===== src/rtl/mem_arbiter_if.sv =====
// Purpose : bundles the I-cache, D-cache and main-memory handshake signals of mem_arbiter.
// Latency : none (signal container only).
// Backpressure : memory stalls via mem_ready; caches hold req until their done pulse.
// Ports (slave = arbiter view):
//   ic_req/ic_addr -> ic_done/ic_rdata        I-cache read channel
//   dc_req/dc_we/dc_addr/dc_wdata -> dc_done/dc_rdata   D-cache read/write channel
//   mem_req/mem_we/mem_addr/mem_wdata <- mem_ready/mem_rdata   main-memory port
interface mem_arbiter_if #(
  parameter int ADDR_WIDTH = 16,
  parameter int DATA_WIDTH = 32
);
  logic                  ic_req;
  logic [ADDR_WIDTH-1:0] ic_addr;
  logic                  ic_done;
  logic [DATA_WIDTH-1:0] ic_rdata;

  logic                  dc_req;
  logic                  dc_we;
  logic [ADDR_WIDTH-1:0] dc_addr;
  logic [DATA_WIDTH-1:0] dc_wdata;
  logic                  dc_done;
  logic [DATA_WIDTH-1:0] dc_rdata;

  logic                  mem_req;
  logic                  mem_we;
  logic [ADDR_WIDTH-1:0] mem_addr;
  logic [DATA_WIDTH-1:0] mem_wdata;
  logic                  mem_ready;
  logic [DATA_WIDTH-1:0] mem_rdata;

  // Arbiter side.
  modport slave (
    input  ic_req, ic_addr,
    input  dc_req, dc_we, dc_addr, dc_wdata,
    input  mem_ready, mem_rdata,
    output ic_done, ic_rdata,
    output dc_done, dc_rdata,
    output mem_req, mem_we, mem_addr, mem_wdata
  );

  // Environment side: the two caches plus main memory.
  modport master (
    output ic_req, ic_addr,
    output dc_req, dc_we, dc_addr, dc_wdata,
    output mem_ready, mem_rdata,
    input  ic_done, ic_rdata,
    input  dc_done, dc_rdata,
    input  mem_req, mem_we, mem_addr, mem_wdata
  );
endinterface


===== src/rtl/mem_arbiter.sv =====
// Purpose : round-robin arbiter sharing one main-memory port between I-cache and D-cache.
// Latency : request in IDLE cycle N -> mem_req in N+1 -> done in N+2 at the earliest (+1 per mem_ready wait cycle).
// Backpressure : one transaction in flight; ACCESS holds until mem_ready, losing requester waits for the next IDLE.
// Ports:
//   i_clock  rising-edge clock
//   i_reset  synchronous active-low reset
//   bus      mem_arbiter_if.slave: cache request/response channels and memory port
module mem_arbiter #(
  parameter int ADDR_WIDTH = 16,
  parameter int DATA_WIDTH = 32
) (
  input  logic          i_clock,
  input  logic          i_reset,
  mem_arbiter_if.slave  bus
);

  typedef enum logic [1:0] {
    S_IDLE   = 2'd0,
    S_ACCESS = 2'd1,
    S_RESP   = 2'd2
  } state_t;

  state_t                r_state;
  logic                  r_last_d;   // 1: most recent grant went to the D-cache
  logic                  r_own_d;    // owner of the in-flight transaction
  logic                  r_ic_done;
  logic                  r_dc_done;
  logic [DATA_WIDTH-1:0] r_ic_rdata;
  logic [DATA_WIDTH-1:0] r_dc_rdata;
  logic                  r_mem_req;
  logic                  r_mem_we;
  logic [ADDR_WIDTH-1:0] r_mem_addr;
  logic [DATA_WIDTH-1:0] r_mem_wdata;

  // D wins when it is the only requester, or on a tie when I was served last.
  // After reset r_last_d=0 (last grant = I), so the first tie goes to D.
  logic w_grant_d;
  logic w_grant_any;
  assign w_grant_d   = bus.dc_req & (~bus.ic_req | ~r_last_d);
  assign w_grant_any = bus.dc_req | bus.ic_req;

  always_ff @(posedge i_clock) begin
    if (!i_reset) begin
      r_state     <= S_IDLE;
      r_last_d    <= 1'b0;
      r_own_d     <= 1'b0;
      r_ic_done   <= 1'b0;
      r_dc_done   <= 1'b0;
      r_ic_rdata  <= '0;
      r_dc_rdata  <= '0;
      r_mem_req   <= 1'b0;
      r_mem_we    <= 1'b0;
      r_mem_addr  <= '0;
      r_mem_wdata <= '0;
    end else begin
      case (r_state)
        S_IDLE: begin
          r_ic_done <= 1'b0;
          r_dc_done <= 1'b0;
          if (w_grant_any) begin
            // The mem_* registers double as the latched request; they are
            // only cleared once the memory has accepted it.
            r_own_d   <= w_grant_d;
            r_last_d  <= w_grant_d;
            r_mem_req <= 1'b1;
            if (w_grant_d) begin
              r_mem_we    <= bus.dc_we;
              r_mem_addr  <= bus.dc_addr;
              r_mem_wdata <= bus.dc_wdata;
            end else begin
              r_mem_we    <= 1'b0;
              r_mem_addr  <= bus.ic_addr;
              r_mem_wdata <= '0;
            end
            r_state <= S_ACCESS;
          end
        end

        S_ACCESS: begin
          if (bus.mem_ready) begin
            // Read data is routed only to the owner, and only for reads, so
            // D writes never disturb dc_rdata and ic_rdata tracks I traffic only.
            if (!r_mem_we) begin
              if (r_own_d) r_dc_rdata <= bus.mem_rdata;
              else         r_ic_rdata <= bus.mem_rdata;
            end
            r_ic_done   <= ~r_own_d;
            r_dc_done   <= r_own_d;
            r_mem_req   <= 1'b0;
            r_mem_we    <= 1'b0;
            r_mem_addr  <= '0;
            r_mem_wdata <= '0;
            r_state     <= S_RESP;
          end
        end

        S_RESP: begin
          r_ic_done <= 1'b0;
          r_dc_done <= 1'b0;
          r_state   <= S_IDLE;
        end

        default: begin
          r_ic_done <= 1'b0;
          r_dc_done <= 1'b0;
          r_mem_req <= 1'b0;
          r_state   <= S_IDLE;
        end
      endcase
    end
  end

  assign bus.ic_done   = r_ic_done;
  assign bus.ic_rdata  = r_ic_rdata;
  assign bus.dc_done   = r_dc_done;
  assign bus.dc_rdata  = r_dc_rdata;
  assign bus.mem_req   = r_mem_req;
  assign bus.mem_we    = r_mem_we;
  assign bus.mem_addr  = r_mem_addr;
  assign bus.mem_wdata = r_mem_wdata;

endmodule


===== src/flat_wrapper.sv =====
// flat-port wrapper written by rule: the top's interface ports become plain ports
module mem_arbiter_flat 
#(
  parameter int ADDR_WIDTH = 16,
  parameter int DATA_WIDTH = 32
)
  (i_clock, i_reset, bus_ic_req, bus_ic_addr, bus_dc_req, bus_dc_we, bus_dc_addr, bus_dc_wdata, bus_mem_ready, bus_mem_rdata, bus_ic_done, bus_ic_rdata, bus_dc_done, bus_dc_rdata, bus_mem_req, bus_mem_we, bus_mem_addr, bus_mem_wdata);
  mem_arbiter_if #(.ADDR_WIDTH(ADDR_WIDTH), .DATA_WIDTH(DATA_WIDTH)) bus_i ();
  input  logic i_clock;
  input  logic i_reset;
  input wire logic [$bits(bus_i.ic_req)-1:0] bus_ic_req;
  input wire logic [$bits(bus_i.ic_addr)-1:0] bus_ic_addr;
  input wire logic [$bits(bus_i.dc_req)-1:0] bus_dc_req;
  input wire logic [$bits(bus_i.dc_we)-1:0] bus_dc_we;
  input wire logic [$bits(bus_i.dc_addr)-1:0] bus_dc_addr;
  input wire logic [$bits(bus_i.dc_wdata)-1:0] bus_dc_wdata;
  input wire logic [$bits(bus_i.mem_ready)-1:0] bus_mem_ready;
  input wire logic [$bits(bus_i.mem_rdata)-1:0] bus_mem_rdata;
  output wire logic [$bits(bus_i.ic_done)-1:0] bus_ic_done;
  output wire logic [$bits(bus_i.ic_rdata)-1:0] bus_ic_rdata;
  output wire logic [$bits(bus_i.dc_done)-1:0] bus_dc_done;
  output wire logic [$bits(bus_i.dc_rdata)-1:0] bus_dc_rdata;
  output wire logic [$bits(bus_i.mem_req)-1:0] bus_mem_req;
  output wire logic [$bits(bus_i.mem_we)-1:0] bus_mem_we;
  output wire logic [$bits(bus_i.mem_addr)-1:0] bus_mem_addr;
  output wire logic [$bits(bus_i.mem_wdata)-1:0] bus_mem_wdata;
  assign bus_i.ic_req = bus_ic_req;
  assign bus_i.ic_addr = bus_ic_addr;
  assign bus_i.dc_req = bus_dc_req;
  assign bus_i.dc_we = bus_dc_we;
  assign bus_i.dc_addr = bus_dc_addr;
  assign bus_i.dc_wdata = bus_dc_wdata;
  assign bus_i.mem_ready = bus_mem_ready;
  assign bus_i.mem_rdata = bus_mem_rdata;
  assign bus_ic_done = bus_i.ic_done;
  assign bus_ic_rdata = bus_i.ic_rdata;
  assign bus_dc_done = bus_i.dc_done;
  assign bus_dc_rdata = bus_i.dc_rdata;
  assign bus_mem_req = bus_i.mem_req;
  assign bus_mem_we = bus_i.mem_we;
  assign bus_mem_addr = bus_i.mem_addr;
  assign bus_mem_wdata = bus_i.mem_wdata;
  mem_arbiter #(.ADDR_WIDTH(ADDR_WIDTH), .DATA_WIDTH(DATA_WIDTH)) u_core (.i_clock(i_clock), .i_reset(i_reset), .bus(bus_i));
endmodule

===== config.mk =====
export PLATFORM = sky130hd
export DESIGN_NAME = mem_arbiter_flat
export DESIGN_NICKNAME = d
export VERILOG_FILES = /design/src/rtl/mem_arbiter_if.sv /design/src/rtl/mem_arbiter.sv /design/src/flat_wrapper.sv
export SDC_FILE = /design/constraint.sdc
export NUM_CORES = 1
export LEC_CHECK = 0
export BUFFER_PORTS_ARGS = -buffer_cell sky130_fd_sc_hd__buf_4
export CAP_MARGIN = 20
export CORE_MARGIN = 10
export CORE_UTILIZATION = 35
export CTS_CLUSTER_DIAMETER = 60
export DETAILED_ROUTE_END_ITERATION = 16
export PLACE_DENSITY_LB_ADDON = 0.3
export SYNTH_ARGS = -nofsm -noshare
export SYNTH_HDL_FRONTEND = slang
export SYNTH_SLANG_ARGS = --single-unit
export TNS_END_PERCENT = 100

===== constraint.sdc =====
create_clock -name i_clock -period 1.4 [get_ports i_clock]
set_input_delay 0.21 -clock i_clock [delete_from_list [all_inputs] [get_ports i_clock]]
set_output_delay 0.21 -clock i_clock [all_outputs]
set_load 0.01 [all_outputs]

==> flow_metrics.env <==
export IMPL_slew_headroom_pct=67.92
export IMPL_synthCells=529
export IMPL_wire_per_inst_um=17.92
export IMPL_hp_class="primary input to register"
export IMPL_drc=0
export IMPL_netlist_cell_type_count=32
export IMPL_fin_util_pct=54.95
export IMPL_io_pins=218
export IMPL_instances_no_fill=916
export IMPL_crit_family="buffers and inverters"
export IMPL_seq_area_frac_synth_pct=49.76
export IMPL_clock_latency_ps=400
export IMPL_ff_latch_area_um2=2386
export IMPL_critical_path_class="register to register"
export IMPL_clock_root_buffer="clkbuf_16"
export IMPL_cts_tree="built"
export IMPL_critPathArrivalTime_ps=1630
export IMPL_synthesis_nets=631
export IMPL_drv_slew=0
export IMPL_final_min_clock_period_ps=1349
export IMPL_ys_ff_latch=119
export IMPL_gp_congestion=0.7787
export IMPL_synthFlopType="dfxtp_1"
export IMPL_crit_fanout=32
export IMPL_grt_pass1_wl_um=24320
export IMPL_placedCellCount=885
export IMPL_area_growth_syn_to_layout_pct=52.61
export IMPL_p_leak_nw=3.074
export IMPL_final_cell_mix="224 x buf_4, 116 x dfxtp_1, 66 x a21oi_1"
export IMPL_clock_fmax_mhz=741.1
export IMPL_power_density_nw_per_um2=1249
export IMPL_finalHoldViolCount=0
export IMPL_cp_slowest_cell="dfxtp_2"
export IMPL_hold_ws_ps=72.30
export IMPL_clockBufferDepth=2
export IMPL_totalWireLength_um=16420
export IMPL_synth_area_um2=4787
export IMPL_synth_edf_count=0
export IMPL_cp_start_kind="register"
export IMPL_worst_path_buf_inv=2
export IMPL_hpwlAfterDp_um=11610
export IMPL_clock_sinks=119
export IMPL_cp_required_ps=1680
export IMPL_fillers=1208
export IMPL_antenna_left=0
export IMPL_worst_pin_slew_ps=469.1
export IMPL_die_w_um=137.0
export IMPL_viasPerCell=5.214
export IMPL_antenna_found_initial=0
export IMPL_drive_above_1_share_pct=37.43
export IMPL_nets=833
export IMPL_grt_usage_pct=16.11
export IMPL_die_h_um=137.0
export IMPL_core_area_um2=13300
export IMPL_crit_path_end_kind="register"
export IMPL_setup_viol=0
export IMPL_post_cts_buffers=0
export IMPL_rows=42
export IMPL_hold_buffers=0
export IMPL_irDropWorstVdd_v=0.0007243
export IMPL_multi_input_area_um2=2135
export IMPL_path_clk_slew_ps=50
export IMPL_ys_warn_count=0
export IMPL_vias=4776
export IMPL_status="complete, no violations"
export IMPL_die_area_um2=18760
export IMPL_cpPeakStageDelay_ps=340
export IMPL_gr_total_overflow=0
export IMPL_diodes=0
export IMPL_crit_chain="buf_4 -> nand4bb_4 -> clkbuf_16 -> o21ai_0 -> a21oi_1"
export IMPL_htree_levels=4
export IMPL_cts_buffers_inserted=17
export IMPL_fin_worst_skew_ps=7.769
export IMPL_portBuffers=217
export IMPL_syn_mean_instance_area_um2=9.049
export IMPL_total_power_mw=9.127
export IMPL_grt_max_degree=66
export IMPL_fin_setup_tns_ps=0
export IMPL_grt_pass1_vias=4740
export IMPL_drv_cap=0
export IMPL_final_common_cell="buf_4"
export IMPL_start_util_pct=36.01
export IMPL_drt_iter0_markers=262
export IMPL_period_share_pct=96.38
export IMPL_drtPass1Iterations=4
export IMPL_synth_async_reset_ratio_pct=0
[power breakdown]
part	internal, mW	total [mW]	switching (mW)
Sequential	3.55	3.65	0.0927
Combinational	0.713	1.45	0.732
Clock	2.66	4.04	1.38
[Yosys cell counts, types with 2 or more instances]
cell type  count  share of area [%]
buf_2         14                1.5
nand3_1       64                6.7
dfxtp_1      119                 50
buf_12         3                1.3
nor2_1         3               0.24
o2bb2ai_1     16                2.9
mux2i_1       49                 10
clkbuf_1      33                2.6
nand2b_1       2               0.26
inv_1          3               0.24
o21ai_0       65                6.8
buf_1          6               0.47
nand2_1       35                2.7
a21oi_1       67                7.0
nand4_1       33                4.3
[worst reg2reg max path: cells and delay by family, from the launching register on]
family	cells	cell delay [ps]
compound gates	2	270
buf+inv	2	380
flops	1	340
simple gates	1	230
[state kept, by name, summed over array words and instances (netlist names)]
name and flops:
u_core.bus.mem_we 1, u_core.r_own_d 1, u_core.bus.mem_req 1, u_core.bus.mem_wdata 32
u_core.bus.mem_addr 16, u_core.bus.dc_rdata 32, u_core.bus.ic_done 1, u_core.r_state 2
u_core.bus.dc_done 1, u_core.bus.ic_rdata 32
[stage by stage]
| stage | setup WS (ps) | cell area (um^2) |
|---|---|---|
| global placement | 39.83 | 6651 |
| global route | -10.65 | 7306 |
| CTS | -0.3296 | 7199 |
| detailed placement | -4.689 | 6651 |
| floorplan | 58.33 | 4787 |
| finish | 50.62 | 7306 |
[layer usage]
metal	vias up	routed length, um	track usage [%]
met2	174	8493	27.30
met4	0	493	8.314
li1	2316	-	-
met5	-	0	0
met1	2249	6215	17.54
met3	37	1216	5.389
[worst paths after layout]
| path | start | end | slack, ps | cells past startpoint |
|---|---|---|---|---|
| worst max-delay path | u_core.r_state[1] | u_core.bus.dc_rdata[17] | 50 | 5 |
| worst min register to register | u_core.bus.mem_wdata[6] | u_core.bus.mem_wdata[6] | 460 | 2 |
| worst max register to register | u_core.r_state[1] | u_core.bus.dc_rdata[17] | 50 | 5 |
| worst min-delay path | bus_mem_rdata[31] | u_core.bus.dc_rdata[31] | 70 | 3 |
[cell families after synthesis]
family | count (synthesis) | synth area share (%)
buffers and inverters | 61 | 6.404
AND/OR/NAND/NOR | 145 | 15.63
AO/OA/AOI/OAI | 155 | 17.96
flip-flops | 119 | 49.76
multiplexers | 49 | 10.25
[final cells by class]
| type | count | area share, % |
|---|---|---|
| inverters | 3 | 0.1541 |
| repair buffers | 241 | 27.52 |
| clock buffers | 23 | 6.405 |
| multi-input cells | 349 | 29.22 |
| flip-flops and latches | 119 | 32.66 |
| clock inverters | 5 | 1.028 |
| well taps | 176 | 3.014 |
[timing repair]
action                     4_1_cts  5_1_grt
hold endpoints to repair         0        0
resized for setup                3       19
setup endpoints to repair        2       85
cloned                           0        3
Power figures use the tool's default switching activity.
